File: src/rtl/sigmoid_inverse.sv
// Inverse sigmoid: finds the largest Q3.4 x with S(x) <= p, one result bit per clock.
// Optional exact-match flag port out_exact is built only when SIGINV_EXACT_EN is defined.
module sigmoid_inverse (
  input  logic       clk,
  input  logic       rst_n,
  input  logic       in_valid,
  output logic       in_ready,
  input  logic [7:0] in_p,
  output logic       out_valid,
  input  logic       out_ready,
  output logic [7:0] out_x
`ifdef SIGINV_EXACT_EN
  ,
  output logic       out_exact
`endif
);

  typedef enum logic [1:0] {IDLE, SEARCH, DONE} state_t;

  state_t     state, state_nxt;
  logic [7:0] cur, cur_nxt, trial, p_q;
  logic [2:0] k;
  logic       keep, last_bit;

  // Piecewise-linear sigmoid on a signed Q3.4 input, result in unsigned Q0.8.
  function automatic logic [7:0] sig(input logic [7:0] x);
    logic [7:0] a;
    logic [8:0] ypos;
    a = x[7] ? (8'd0 - x) : x;
    if (a >= 8'd80)      ypos = 9'd256;
    else if (a >= 8'd38) ypos = {2'b00, a[7:1]} + 9'd216;
    else if (a >= 8'd16) ypos = {a, 1'b0} + 9'd160;
    else                 ypos = {a[6:0], 2'b00} + 9'd128;
    if (x[7]) sig = 8'(9'd256 - ypos);
    else      sig = ypos[8] ? 8'hFF : ypos[7:0];
  endfunction

  // Search runs on offset binary u = x + 128 so S is monotone in u.
  always_comb begin
    trial    = cur | (8'd1 << k);
    keep     = (sig(trial ^ 8'h80) <= p_q);
    cur_nxt  = keep ? trial : cur;
    last_bit = (k == 3'd0);
  end

  always_ff @(posedge clk or negedge rst_n) begin
    if (!rst_n) state <= IDLE;
    else        state <= state_nxt;
  end

  always_comb begin
    state_nxt = state;
    in_ready  = 1'b0;
    out_valid = 1'b0;
    case (state)
      IDLE: begin
        in_ready = 1'b1;
        if (in_valid) state_nxt = SEARCH;
      end
      SEARCH: begin
        if (last_bit) state_nxt = DONE;
      end
      DONE: begin
        out_valid = 1'b1;
        if (out_ready) state_nxt = IDLE;
      end
      default: state_nxt = IDLE;
    endcase
  end

  always_ff @(posedge clk or negedge rst_n) begin
    if (!rst_n) begin
      cur   <= 8'h00;
      k     <= 3'd0;
      p_q   <= 8'h00;
      out_x <= 8'h00;
    end else begin
      case (state)
        IDLE: begin
          if (in_valid) begin
            p_q <= in_p;
            cur <= 8'h00;
            k   <= 3'd7;
          end
        end
        SEARCH: begin
          cur <= cur_nxt;
          k   <= k - 3'd1;
          if (last_bit) out_x <= cur_nxt ^ 8'h80;
        end
        default: ;
      endcase
    end
  end

`ifdef SIGINV_EXACT_EN
  always_ff @(posedge clk or negedge rst_n) begin
    if (!rst_n)
      out_exact <= 1'b0;
    else if (state == SEARCH && last_bit)
      out_exact <= (sig(cur_nxt ^ 8'h80) == p_q);
    else if (state == DONE && out_ready)
      out_exact <= 1'b0;
  end
`endif

endmodule

File: config.mk
export PLATFORM = sky130hd
export DESIGN_NAME = sigmoid_inverse
export DESIGN_NICKNAME = d
export VERILOG_FILES = /design/src/rtl/sigmoid_inverse.sv
export SDC_FILE = /design/constraint.sdc
export NUM_CORES = 1
export LEC_CHECK = 0
export ABC_CLOCK_PERIOD_IN_PS = 4620
export CAP_MARGIN = 5
export CORE_MARGIN = 2
export CORE_UTILIZATION = 50
export DETAILED_ROUTE_END_ITERATION = 8
export PLACE_DENSITY_LB_ADDON = 0.12
export RECOVER_POWER = 100
export SLEW_MARGIN = 20
export SYNTH_ARGS = -nofsm -noshare
export SYNTH_HDL_FRONTEND = slang
export SYNTH_SLANG_ARGS = --single-unit
File: constraint.sdc
create_clock -name clk -period 4.62 [get_ports clk]
set_clock_uncertainty 0.1 [all_clocks]
set_input_delay 0.462 -clock clk [delete_from_list [all_inputs] [get_ports clk]]
set_output_delay 0.462 -clock clk [all_outputs]
set_load 0.05 [all_outputs]
==> results.py <==
metrics = {
    "global_routing": {
        "grt_start_max_net_pins": 30,
        "antenna_found_initial": 0,
        "grt_pass1_wl_mm": 10.44,
        "grt_use_total": 0.2554,
        "grt_pass1_vias": 2278,
        "grt-ovfl-total": 0,
    },
    "floorplanning": {
        "fp.coreArea_um2": 4414,
        "dieWidth_um": 72.17,
        "die_h_um": 72.17,
        "initial_core_util": 0.5264,
        "num_rows": 24,
        "pin_count": 22,
        "die_area_um2": 5209,
    },
    "hold_path": {
        "hp-class": "reg -> reg",
        "holdPathStages": 2,
        "hp-start": "out_x[3]",
        "hold_end": "out_x[3]",
    },
    "timing": {
        "worst_pin_slew_ns": 1.569,
        "slew_violations": 30,
        "max_freq_ghz": 0.2159,
        "fin_ws_ns": -0.01191,
        "setup_violations": 2,
        "finalHoldViolations": 0,
        "max-slew-margin-rel": -0.04604,
        "rsz0062_at_grt": "true",
        "fin_crit_ns": 4.632,
        "fin_crit_sh": 1.003,
    },
    "cts": {
        "clkTransAtPathRegs_ns": 0.06,
        "root_buffer": "clkbuf_8",
        "clk_path_buf_depth": 2,
        "cts_buffers": 5,
        "h-tree-depth": 2,
        "cts_tree": "yes",
        "worstSkewPairLatency_ns": 0.27,
        "cts_sinks": 29,
    },
    "finish": {
        "n_antenna_cell": 0,
        "fill_cells": 321,
        "drive_gt1_frac": 0.3941,
        "nNetsFinal": 367,
        "final_core_util": 0.7537,
        "areaGrowthSynthToFinish_pct": 43.19,
    },
    "placed_design": {
        "dp_hpwl_mm": 4.555,
        "place.gp.congestion": 0.8408,
        "io_buffer_count": 21,
    },
    "synthesis": {
        "syn_avg_cell_area_um2": 8.835,
        "synth_edf_count": 0,
        "ys_seq_area_frac": 0.3123,
        "netlist_area_um2": 2323,
        "ys_types": 63,
        "synth_top_area_frac": 0.3123,
        "synth_commonest_cells": "29 x a21oi_1, 29 x dfrtp_1, 23 x nor2_1, 19 x nand2_1, 18 x o21ai_0",
        "synthFlopType": "dfrtp_1",
        "synthCells": 263,
        "ys_seq_elements": 29,
        "yosysWarnings": 0,
        "synth_nets": 291,
        "synthTopCellsByArea": "dfrtp_1 31%, ha_1 8.6%, a21oi_1 6.2%",
        "synth_area_leader_cell": "dfrtp_1",
        "async_flop_share": 1.000,
    },
    "worst_setup_path": {
        "reg2reg_to": "out_x[2]",
        "critical_path_arrival_ns": 4.72,
        "slowest_delay_ns": 0.44,
        "ff2ff_setup_slack_ns": -0.01,
        "end_kind": "flip-flop",
        "reg2reg_from": "k[0]",
        "path_max_fanout": 7,
        "crit_chain": "inv_2, ha_4, nor2b_4, nor2_4, ha_4, or4_1, a21oi_2, a211o_1, a21oi_2, o211ai_4, o31ai_1, nand2_1, ha_4, nand2_4, a221o_1, a211oi_2, ha_1, a21o_1, a21oi_1, o21ai_1, o21ai_2, and2_4, a21oi_2, o21ai_1",
        "slowest_stage": "dfrtp_2",
        "critPathKind": "reg -> reg",
        "crit_required_ns": 4.71,
        "critPathLaunchType": "flip-flop",
        "ff2ff_path_depth": 24,
    },
    "drt": {
        "wl_per_cell_um": 16.55,
        "vias_per_cell": 5.793,
        "routed_wl_mm": 6.487,
        "drc": 0,
        "firstDrtPassIters": 4,
        "vias": 2271,
        "ant_nets": 0,
        "drtIter0Drc": 114,
    },
    "job": {
        "cap_violations": 1,
    },
    "run_status": {
        "status": "finished with violations",
        "violations": "capacitance limit, slew limit, setup timing",
    },
}
[flip-flops by register name, summed over array words and instances (netlist names)]
| register | count |
|---|---|
| k | 3 |
| p_q | 8 |
| cur | 8 |
| state | 2 |
| out_x | 8 |
[area by class of cell]
type                    instances  area (um2)  share of cell area
repair buffers                 80       649.4              0.1952
multi-input cells             210        1735              0.5216
flip-flops and latches         29       726.9              0.2185
inverters                      13       48.80             0.01467
clock buffers                   7       96.34             0.02896
clock inverters                 1       5.005            0.001504
well taps                      52       65.06             0.01956
[routing by layer]
| metal | wire [um] | vias up | track usage |
|---|---|---|---|
| met5 | 0 | - | 0 |
| met4 | 104 | 0 | 0.08386 |
| met3 | 153 | 10 | 0.03472 |
| met2 | 3133 | 50 | 0.4108 |
| met1 | 3096 | 1091 | 0.3565 |
| li1 | - | 1120 | - |
[through the flow]
stage	hold slack [ns]	cells	area (um2)	TNS (ns)	worst slack [ns]
2_1_floorplan	0.06641	263	2401	0	0.002296
3_3_place_gp	0.3759	376	2983	-0.2791	-0.09552
5_1_grt	0.4070	392	3327	-1.994	-0.2181
6_report	0.3969	392	3327	-0.01315	-0.01191
3_5_place_dp	0.3732	376	2983	-0.9200	-0.1546
4_1_cts	0.4001	385	3134	-0.006575	-0.006575
[placed cells by master, fill, tap and decap left out, types with 4 or more instances in the layout]
cell,instances
nand2_1,18
a21oi_2,6
mux2_2,11
ha_1,11
ha_4,5
o21ai_0,12
nand3_1,4
a21o_1,6
nand4_1,4
o21ai_1,4
clkbuf_8,7
dfrtp_1,28
a21oi_1,24
clkdlybuf4s50_1,10
inv_1,10
xnor2_1,5
dlygate4sd3_1,11
buf_4,58
nor2_1,20
and2_4,4
[how the worst max path moves through the flow]
| stage | from | end |
|---|---|---|
| after floorplan | k[0] | out_x[7] |
| after detailed placement | k[0] | out_x[7] |
| final | k[0] | out_x[2] |
| after global placement | k[0] | out_x[7] |
| after CTS | k[0] | out_x[7] |
| after global routing | k[0] | cur[4] |
[cell families after synthesis]
logic type / Yosys count / synth area share
AO/OA/AOI/OAI: 91 / 0.2676
AND/OR/NAND/NOR: 81 / 0.1793
flip-flops: 29 / 0.3123
buffers and inverters: 24 / 0.05385
adder cells (fa/ha/maj): 16 / 0.08616
multiplexers: 12 / 0.05977
XOR/XNOR: 10 / 0.04093
[worst max-delay path, delay by kind of cell (launching register included)]
family | cells | cell delay (ns)
AND/OR/NAND/NOR | 6 | 1.08
adder cells (fa/ha/maj) | 4 | 0.74
flip-flops | 1 | 0.44
buffers and inverters | 1 | 0.09
AO/OA/AOI/OAI | 13 | 2.08
[timing repair]
item                       CTS  global route
buffers inserted             1             7
pin swaps                    1            30
setup endpoints to repair   12            15
resized for setup            7            31
hold buffers                 0             0
Power is left out: the tool's default activity adds up to more than one toggle a clock period on the data nets, which glitch-free logic cannot reach.
